$ cat src/rtl/bus_dma.sv
// bus_dma: bus initiator that copies a byte range (src -> dst) or fills a
// destination range with a constant byte. It drives the shared memory bus
// while busy, so the CPU is held off the bus. Slow targets stretch an
// access by raising bus_halt, which freezes the access in place.
//
// Ports:
//   clk           system clock, rising-edge
//   reset         asynchronous reset, active-low
//   start         one-cycle request, sampled only when idle
//   mode          0 = copy src->dst, 1 = fill dst with fill_value
//   src_address   first source byte (captured on start)
//   dst_address   first destination byte (captured on start)
//   length        byte count (captured on start), 0 = no transfer
//   fill_value    fill byte (captured on start)
//   busy          transfer in progress
//   done          one-cycle completion pulse
//   address       bus address
//   data_out      bus write data
//   data_in       bus read data
//   bus_enable    bus access active
//   write_enable  bus write strobe
//   bus_halt      target not ready; hold the current access
module bus_dma #(
    parameter int LENGTH_WIDTH = 16
) (
    input  logic                    clk,
    input  logic                    reset,
    input  logic                    start,
    input  logic                    mode,
    input  logic [23:0]             src_address,
    input  logic [23:0]             dst_address,
    input  logic [LENGTH_WIDTH-1:0] length,
    input  logic [7:0]              fill_value,
    output logic                    busy,
    output logic                    done,
    output logic [23:0]             address,
    output logic [7:0]              data_out,
    input  logic [7:0]              data_in,
    output logic                    bus_enable,
    output logic                    write_enable,
    input  logic                    bus_halt
);

    typedef enum logic [2:0] {
        S_IDLE,
        S_READ,
        S_CAPTURE,
        S_WRITE,
        S_DONE
    } state_t;

    state_t                  state;
    logic [23:0]             src;
    logic [23:0]             dst;
    logic [LENGTH_WIDTH-1:0] remaining;
    logic                    fill_mode;
    logic [7:0]              fill_byte;

    // Addresses wrap naturally at 24 bits (0xFFFFFF -> 0x000000).
    function automatic logic [23:0] next_addr(input logic [23:0] a);
        return a + 24'd1;
    endfunction

    // All bus outputs are registered: each transition loads the values the
    // next state presents, so a halted access keeps its outputs untouched.
    // data_out doubles as the byte register for copies.
    always_ff @(posedge clk or negedge reset) begin
        if (!reset) begin
            state        <= S_IDLE;
            src          <= '0;
            dst          <= '0;
            remaining    <= '0;
            fill_mode    <= 1'b0;
            fill_byte    <= '0;
            busy         <= 1'b0;
            done         <= 1'b0;
            address      <= '0;
            data_out     <= '0;
            bus_enable   <= 1'b0;
            write_enable <= 1'b0;
        end else begin
            done <= 1'b0;
            case (state)
                S_IDLE: begin
                    if (start) begin
                        src       <= src_address;
                        dst       <= dst_address;
                        remaining <= length;
                        fill_mode <= mode;
                        fill_byte <= fill_value;
                        if (length == '0) begin
                            state <= S_DONE;
                            done  <= 1'b1;
                        end else if (mode) begin
                            state        <= S_WRITE;
                            busy         <= 1'b1;
                            address      <= dst_address;
                            data_out     <= fill_value;
                            bus_enable   <= 1'b1;
                            write_enable <= 1'b1;
                        end else begin
                            state      <= S_READ;
                            busy       <= 1'b1;
                            address    <= src_address;
                            bus_enable <= 1'b1;
                        end
                    end
                end

                S_READ: begin
                    if (!bus_halt) begin
                        state <= S_CAPTURE;
                    end
                end

                // Read data is valid here regardless of bus_halt.
                S_CAPTURE: begin
                    data_out     <= data_in;
                    address      <= dst;
                    write_enable <= 1'b1;
                    state        <= S_WRITE;
                end

                S_WRITE: begin
                    if (!bus_halt) begin
                        dst       <= next_addr(dst);
                        remaining <= remaining - LENGTH_WIDTH'(1);
                        if (!fill_mode) begin
                            src <= next_addr(src);
                        end
                        if (remaining == LENGTH_WIDTH'(1)) begin
                            state        <= S_DONE;
                            done         <= 1'b1;
                            busy         <= 1'b0;
                            address      <= '0;
                            data_out     <= '0;
                            bus_enable   <= 1'b0;
                            write_enable <= 1'b0;
                        end else if (fill_mode) begin
                            address  <= next_addr(dst);
                            data_out <= fill_byte;
                        end else begin
                            state        <= S_READ;
                            address      <= next_addr(src);
                            data_out     <= '0;
                            write_enable <= 1'b0;
                        end
                    end
                end

                S_DONE: begin
                    state <= S_IDLE;
                end

                default: begin
                    state        <= S_IDLE;
                    busy         <= 1'b0;
                    address      <= '0;
                    data_out     <= '0;
                    bus_enable   <= 1'b0;
                    write_enable <= 1'b0;
                end
            endcase
        end
    end

endmodule

$ cat config.mk
export PLATFORM = sky130hd
export DESIGN_NAME = bus_dma
export DESIGN_NICKNAME = d
export VERILOG_FILES = /design/src/rtl/bus_dma.sv
export SDC_FILE = /design/constraint.sdc
export NUM_CORES = 1
export LEC_CHECK = 0
export ABC_CLOCK_PERIOD_IN_PS = 2700
export CORE_ASPECT_RATIO = 1.5
export CORE_UTILIZATION = 45
export DETAILED_ROUTE_END_ITERATION = 6
export GPL_ROUTABILITY_DRIVEN = 0
export PLACE_DENSITY = 0.69
export SLEW_MARGIN = 40
export SYNTH_ARGS = -nofsm -noshare
export SYNTH_HDL_FRONTEND = slang
export SYNTH_SLANG_ARGS = --single-unit
$ cat constraint.sdc
create_clock -name clk -period 2.7 [get_ports clk]
set_input_delay 0.27 -clock clk [delete_from_list [all_inputs] [get_ports clk]]
set_output_delay 0.27 -clock clk [all_outputs]
set_load 0.05 [all_outputs]
After elaboration in Yosys (flattened, before gate mapping). Index checks and enable logic that the tools add are counted.

Add/subtract/negate cells: 3. Equal/unequal tests: 13. Mux-type cells: 49. Bitwise logic cells: 2. Reductions and logical operators: 13.

Operator list (number): $mux 24 (11); $pmux 24 s2 (2); $pmux 24 s4 (1); $add 24x1->24 const B (2); $mux 8 (6); $mux 16 (2); $pmux 16 s2 (1); $pmux 8 s4 (1); $mux 3 (6); $eq 16x1->1 const B (1); $logic_not 16->1 (1); $sub 16x1->16 const B (1); $mux 1 (14); $ne 2x2->1 const B (7); $pmux 3 s4 (1); $reduce_and 4->1 (3); $reduce_and 5->1 (2); $eq 3x2->1 const B (2); $reduce_and 6->1 (1); $pmux 1 s4 (1); $eq 3x1->1 const B (1); $eq 3x3->1 const B (1); $logic_not 3->1 (1); $ne 3x3->1 const B (1); 9 further kinds (10).

Register bits after elaboration: 111. Input port bits: 85. Output and inout bits: 36.

Depth between registers and ports, before layout. Gate-level depths: netlist of the first run.

Depth after elaboration: 5. Depth in mapped cells: 10.

Worst setup path before layout of the first run. Ideal clock, no wire load.

Kind: register -> register. Start: register src[0]. End: register address[22]. Library setup time: 0.129 ns. Arrival: 2.016 ns. Data required time: 2.571 ns. Path slack: 0.555 ns. Stages on the path, launching flop included: 8. Buffers on the path: 0. Cells stage by stage: dfrtp_1 -> ha_1 -> nand3_1 -> nor4_4 -> nand3_1 -> xor2_1 -> nor2_1 -> a2111o_1.

Word-level cells in the longest chain between the ends: 5.

Ends and longest elaborated chain: start: declaration (RTL line 53) `logic [23:0] src;`; start signal: assignment (RTL line 86) `src <= src_address;`; start signal: assignment (RTL line 129) `src <= next_addr(src);`; $add 24x1->24 (RTL line 61) `return a + 24'd1;`; $mux 24 (RTL line 139) `end else if (fill_mode) begin`; $mux 24 (RTL line 131) `if (remaining == LENGTH_WIDTH'(1)) begin`; $mux 24 (RTL line 125) `if (!bus_halt) begin`; $pmux 24 s4 (RTL line 83) `case (state)`; end signal: assignment (RTL line 97) `address <= dst_address;`; end signal: assignment (RTL line 140) `address <= next_addr(dst);`; end signal: assignment (RTL line 144) `address <= next_addr(src);`; end: declaration (RTL line 36) `output logic [23:0] address,`.

Every way passes these cells. The select of a mux whose other input is x is not followed. A chain may end at the register's enable or synchronous reset.

Final worst setup path of the first run.
Start: register remaining[1]. End: register address[14].

Word-level cells in the longest chain between the ends: 4.

Ends and longest elaborated chain: start: declaration (RTL line 55) `logic [LENGTH_WIDTH-1:0] remaining;`; start signal: assignment (RTL line 88) `remaining <= length;`; start signal: assignment (RTL line 127) `remaining <= remaining - LENGTH_WIDTH'(1);`; $eq 16x1->1 (RTL line 131); $mux 24 (RTL line 131); $mux 24 (RTL line 125); $pmux 24 s4 (RTL line 83).

Every way passes these cells. The select of a mux whose other input is x is not followed.

==> impl_metrics.tcl, run 1 <==
set metrics [dict create \
    status "finished, violations left" \
    violations "hold timing" \
    drt_iter0_markers 569 \
    grt_pass1_vias 7112 \
    final_max_slew_viol_count 0 \
    grt_usage 0.282 \
    rsz0062_at_grt "no" \
    synth_edf_count 0 \
    grt_pass1_wl_um 36900 \
    relSlewSlack 0.546 \
    ys_warn_count 0 \
    setup_violations 0 \
    period_share 0.914 \
    routedWlPerCell_um 19.0 \
    hold_viol 9 \
    min_period_ns 2.47 \
    hold_ws_ns -0.0277 \
    vias 7419 \
    clock_latency_ns 0.36 \
    worst_pin_slew_ns 0.680 \
    fp.dieW_um 106 \
    antenna_left 0 \
    grt_max_degree 112 \
    synth_area_sq_um 7330 \
    ir_worst_vdd_mv 0.678 \
    crit_type "flip-flop to flip-flop" \
    drt-total-wl_um 23400 \
    clk_pin_slew_worst_paths_ns 0.08 \
    maxCapViolCount 0 \
    critPathMaxFanout 12 \
    clockBufferDepth 2 \
    route.detailed.drc 0 \
    final_cell_mix "nand2_1, clkdlybuf4s50_1, dfrtp_1, a21oi_1, nor2_1" \
    die_h_um 158 \
    drive_gt1_frac 0.0826 \
    cts_htree_levels 3 \
    crit_path_start_kind "flip-flop" \
    dieArea_sq_um 16800 \
    coreArea_sq_um 15800 \
    cts_tree "built" \
    dr.pass1.iters 5 \
    skew_ns 0.0103 \
    vias_per_cell 6.02 \
    tns_ns 0 \
    hold_path.class "input port to async pin" \
    synth_fp_nets 1013 \
    timing.fmax_ghz 0.405 \
    worstPathArrival_ns 2.70 \
    avgSynthCellArea_sq_um 7.94 \
    cts_buffers 9 \
    cts.sinks 111 \
    rows 56 \
    syn_inst 924 \
    powerDensity_nw_per_um2 1230 \
    cts-root-buf "clkbuf_16" \
    synth_ff_type "dfrtp_1" \
    seq_area_frac_synth 0.379 \
    dpl_cell_area_sq_um 8880 \
    initial_core_util 0.465 \
    power_leakage_nw 3.69 \
    postCtsSetupBuffers 0 \
    grt.overflow.total 0 \
    ios 121 \
    portBuffers 120 \
    syn_to_final_growth_pct 25.2 \
    required_ns 2.94 \
    layout.nets 1113 \
    postSynthRegisterBits 111 \
    ys_async_sr_fraction 1.00 \
    antenna_cells 0 \
    final_common_cell "nand2_1" \
    synth_cell_types 69 \
    holdBufCountCts 0 \
    antenna_found_initial 0 \
    dp.final_hpwl_um 17200 \
    critPathCaptureType "flip-flop" \
    fin_area_sq_um 9190 \
]
==> path summary, 6_finish.rpt <==
| kind | start | endpoint | slack, ns | cells past startpoint |
|---|---|---|---|---|
| worst max-delay path | remaining[1]$_DFFE_PN0P_ | address[14]$_DFFE_PN0P_ | 0.23 | 10 |
| worst min-delay path | reset | fill_byte[6]$_DFFE_PN0P_ | -0.03 | 2 |
| worst max register to register | remaining[1]$_DFFE_PN0P_ | address[14]$_DFFE_PN0P_ | 0.23 | 10 |
| worst min register to register | address[1]$_DFFE_PN0P_ | address[1]$_DFFE_PN0P_ | 0.49 | 2 |
| max in group asynchronous | reset | src[12]$_DFFE_PN0P_ | 2.23 | 2 |
| min in group clk | mode | fill_mode$_DFFE_PN0P_ | 0.31 | 3 |
==> report_power, final <==
| part | switching (W) | total (W) | internal, W |
|---|---|---|---|
| registers | 0.000973 | 0.00341 | 0.00244 |
| clock network | 0.000683 | 0.00141 | 0.000732 |
| logic | 0.00400 | 0.00644 | 0.00244 |
| total | 0.00566 | 0.0113 | 0.00561 |
==> sequential cells by signal, summed over array words and instances (netlist names) <==
| name | cells |
|---|---|
| dst | 24 |
| src | 24 |
| state | 3 |
| fill_mode | 1 |
| write_enable | 1 |
| done | 1 |
| data_out | 8 |
| fill_byte | 8 |
| bus_enable | 1 |
| remaining | 16 |
| address | 24 |
==> cell families (layout without fill, tap and decap cells) <==
family / count (synthesis) / in the layout / share of synthesized area
buf+inv: 77 / 182 / 0.0447
flops: 111 / 111 / 0.379
xor+xnor: 31 / 31 / 0.0370
mux: 32 / 32 / 0.0440
simple gates: 354 / 354 / 0.231
fa+ha+maj: 4 / 4 / 0.00682
compound gates: 315 / 315 / 0.258
==> stage by stage <==
stage | total power, W | cells | worst slack [ns] | util
floorplan | 0.00766 | 924 | 0.555 | -
global placement | 0.00959 | 1214 | 0.252 | 0.559
detailed placement | 0.00981 | 1216 | 0.206 | 0.563
CTS | 0.0112 | 1232 | 0.189 | 0.582
global route | 0.0120 | 1232 | 0.0468 | 0.583
finish | 0.0113 | 1232 | 0.232 | 0.583
==> metal layers <==
metal  wire (um)  up-vias  track usage
met5           0        -            0
met4         654        0        0.120
met3        1480       50       0.0434
met2       11600      287        0.482
met1        9660     3513        0.353
li1            -     3569            -
==> layout make-up <==
class,instances,area [sq um]
sequential,111,2780
inverter,6,22.5
timing repair buffer,160,1570
clock buffer,9,225
fill,1445,6580
clock inverter,7,77.6
tap,203,254
multi-input combinational,736,4260
==> synth_stat cells (all sizes together), types with 8 or more instances <==
cell type  instances  area [sq um]
a211oi             8          60.1
a21oi            104           524
a22oi              8          60.1
a31oi             10          62.6
and3              12          75.1
buf               23           124
clkbuf            48           181
dfrtp            111          2780
mux2i             30           300
nand2            133           504
nand3             32           165
nand4             15           113
nor2              99           374
nor3              25           140
nor4              16           173
o21ai             98           494
o22ai             25           156
xnor2             19           166
xor2              12           105
==> worst max-delay path, cell delays in order (launching register included) <==
cell and delay, ns:
dfrtp_1 0.41, inv_1 0.10, ha_1 0.18, nor4b_1 0.31, nand4_2 0.20, buf_4 0.22
nand3_1 0.10, buf_4 0.21, o21ai_0 0.11, a211oi_1 0.38, o21ai_0 0.12
==> timing repair <==
action	in CTS	in global routing
setup endpoints to repair	0	2
endpoints found under the hold margin	0	0
resized for setup	0	1
No activity file was read; power rests on OpenSTA's default activity.
==> run 2, diff against run 1 <==
Settings changed: CORE_MARGIN set to 3, CORE_UTILIZATION 45 to 55, CTS_CLUSTER_SIZE set to 40, PLACE_DENSITY 0.69 to 0.82.
==> run 2 against run 1 <==
  * The run now ends clean
  * Combinational power fell by 1%
  * Wire length fell by 0.87%
  * Non-clock buffer count fell by 6
  * Critical path type unchanged
  * Highest routed layer unchanged
==> impl_metrics.tcl, run 2 (synthesis results as in run 1) <==
set metrics [dict create \
    worstHoldEndpoint "fill_byte[2]$_DFFE_PN0P_" \
    setup_ws_ns 0.128 \
    period_share 0.953 \
    fp.dieW_um 100 \
    cts_buffers 9 \
    dieArea_sq_um 14800 \
    whs_path_depth 3 \
    initial_core_util 0.563 \
    cts_htree_levels 3 \
    drt_iter0_markers 601 \
    cts-root-buf "clkbuf_16" \
    min_period_ns 2.57 \
    grt_pass1_wl_um 37300 \
    p_int_w 0.00564 \
    route.detailed.drc 0 \
    coreArea_sq_um 13000 \
    cts_tree "built" \
    swShare 0.498 \
    ff2ff_path_depth 7 \
    powerDensity_nw_per_um2 1230 \
    portBuffers 120 \
    timing.fmax_ghz 0.389 \
    cp_cell_sequence "ha_1, nand3_1, or3_4, nor2_1, o21ai_0, a211oi_1, o21ai_0" \
    routedWlPerCell_um 19.6 \
    reg2reg_from "dst[0]$_DFFE_PN0P_" \
    relSlewSlack 0.457 \
    rsz0062_at_grt "no" \
    hold_viol 0 \
    p_seq_frac 0.304 \
    largestRegisters "address x24, dst x24, src x24" \
    detailedPlace.worstSlack_ns 0.147 \
    clockBufferDepth 2 \
    clock_power_share 0.130 \
    worst_pin_slew_ns 0.814 \
    vias_per_cell 6.46 \
    min-delay-start "fill_value[2]" \
    worstPathArrival_ns 2.79 \
    power.net_switching_w 0.00561 \
    syn_to_final_growth_pct 24.2 \
    critPathBufInv 0 \
    grt_max_degree 84 \
    dp.final_hpwl_um 16600 \
    ir_worst_vdd_mv 0.550 \
    crit_path_start_kind "flip-flop" \
    dr.pass1.iters 5 \
    critPathCaptureType "flip-flop" \
    final_common_cell "nand2_1" \
    status "completed" \
    rows 51 \
    clock_latency_ns 0.35 \
    skew_ns 0.00971 \
    grt_usage 0.314 \
    antenna_cells 0 \
    clk_pin_slew_worst_paths_ns 0.07 \
    nFillCells 1065 \
    reg2reg_slack_ns 0.13 \
    path_common_cell "o21ai_0" \
    power_leakage_nw 3.67 \
    critPathMaxFanout 8 \
    crit_type "flip-flop to flip-flop" \
    antenna_found_initial 0 \
    final_cell_mix "nand2_1, clkdlybuf4s50_1, dfrtp_1, a21oi_1, nor2_1" \
    die_h_um 147 \
    maxCapViolCount 0 \
    final_max_slew_viol_count 0 \
    vias 7630 \
    max_stage_delay_ns 0.54 \
    layout.nets 1107 \
    crit_family "simple AND/OR/NAND/NOR gates" \
    required_ns 2.92 \
    tns_ns 0 \
    grt_pass1_vias 7404 \
    cts.sinks 111 \
    drt-total-wl_um 23200 \
    setup_violations 0 \
    drive_gt1_frac 0.0772 \
    slowest_stage "or3_4" \
    rr_endpoint "address[12]$_DFFE_PN0P_" \
    hold_path.class "input port to flip-flop" \
    p_comb_frac 0.566 \
    antenna_left 0 \
    ios 121 \
    grt.overflow.total 0 \
]
run 2: changes by cell type in the layout (fill, tap and decap cells not counted), sizes merged:
cell           previous run  this run
buf                      42        34
inv                       9         6
clkinv                    2         4
bufinv                    1         2
clkbuf                    9        10
clkdlybuf4s50           118       119
clkinvlp                  1         0
dlygate4sd3               0         1
run 2: timing repair:
item,4_1_cts,5_1_grt
resized for setup,0,3
endpoints found under the hold margin,27,0
setup buffers,0,2
setup endpoints to repair,0,2
hold buffers,1,0
run 2: worst max path at each step:
stage	from	end	slack, ns	cells past startpoint
final	dst[0]$_DFFE_PN0P_	address[12]$_DFFE_PN0P_	0.13	7
after global routing	dst[0]$_DFFE_PN0P_	address[20]$_DFFE_PN0P_	0.01	7
after CTS	remaining[1]$_DFFE_PN0P_	address[20]$_DFFE_PN0P_	0.07	9
after detailed placement	length[14]	write_enable$_DFFE_PN0P_	0.15	8
after global placement	dst[0]$_DFFE_PN0P_	address[12]$_DFFE_PN0P_	0.20	7
after floorplan	src[0]$_DFFE_PN0P_	address[22]$_DFFE_PN0P_	0.56	7
run 2: metrics by stage:
stage / util / cells / hold WS (ns) / instance area, sq um / total power, W
after floorplan: - / 924 / -0.0256 / 7330 / 0.00766
after global placement: 0.672 / 1163 / 0.359 / 8740 / 0.00945
after detailed placement: 0.672 / 1163 / 0.363 / 8740 / 0.00962
after CTS: 0.697 / 1180 / 0.476 / 9080 / 0.0111
after global routing: 0.700 / 1182 / 0.500 / 9110 / 0.0120
final: 0.700 / 1182 / 0.473 / 9110 / 0.0112
run 2: area by class of cell:
class                   count  area, sq um  area share
multi-input cells         736         4260       0.467
flip-flops and latches    111         2780       0.305
repair buffers            154         1530       0.168
clock buffers              10          239      0.0262
well taps                 159          199      0.0218
clock inverters             6         83.8     0.00920
inverters                   6         22.5     0.00247
run 2: routing by layer:
| metal | GRT usage | wire [um] |
|---|---|---|
| met1 | 0.379 | 8680 |
| met2 | 0.525 | 11600 |
| met3 | 0.0694 | 1930 |
| met4 | 0.150 | 984 |
| met5 | 0 | 0 |
run 2: tightest hold or removal path, cell delays in order:
cell and delay, ns:
clkdlybuf4s50_1 0.42, nand2_1 0.06, nand2_1 0.04
run 2: power by group through the flow:
stage	combinational [W]	sequential [W]	clock [W]
floorplan	0.00393	0.00372	0
global placement	0.00608	0.00337	0
detailed placement	0.00622	0.00340	0
CTS	0.00628	0.00338	0.00147
global route	0.00695	0.00353	0.00153
finish	0.00637	0.00342	0.00146
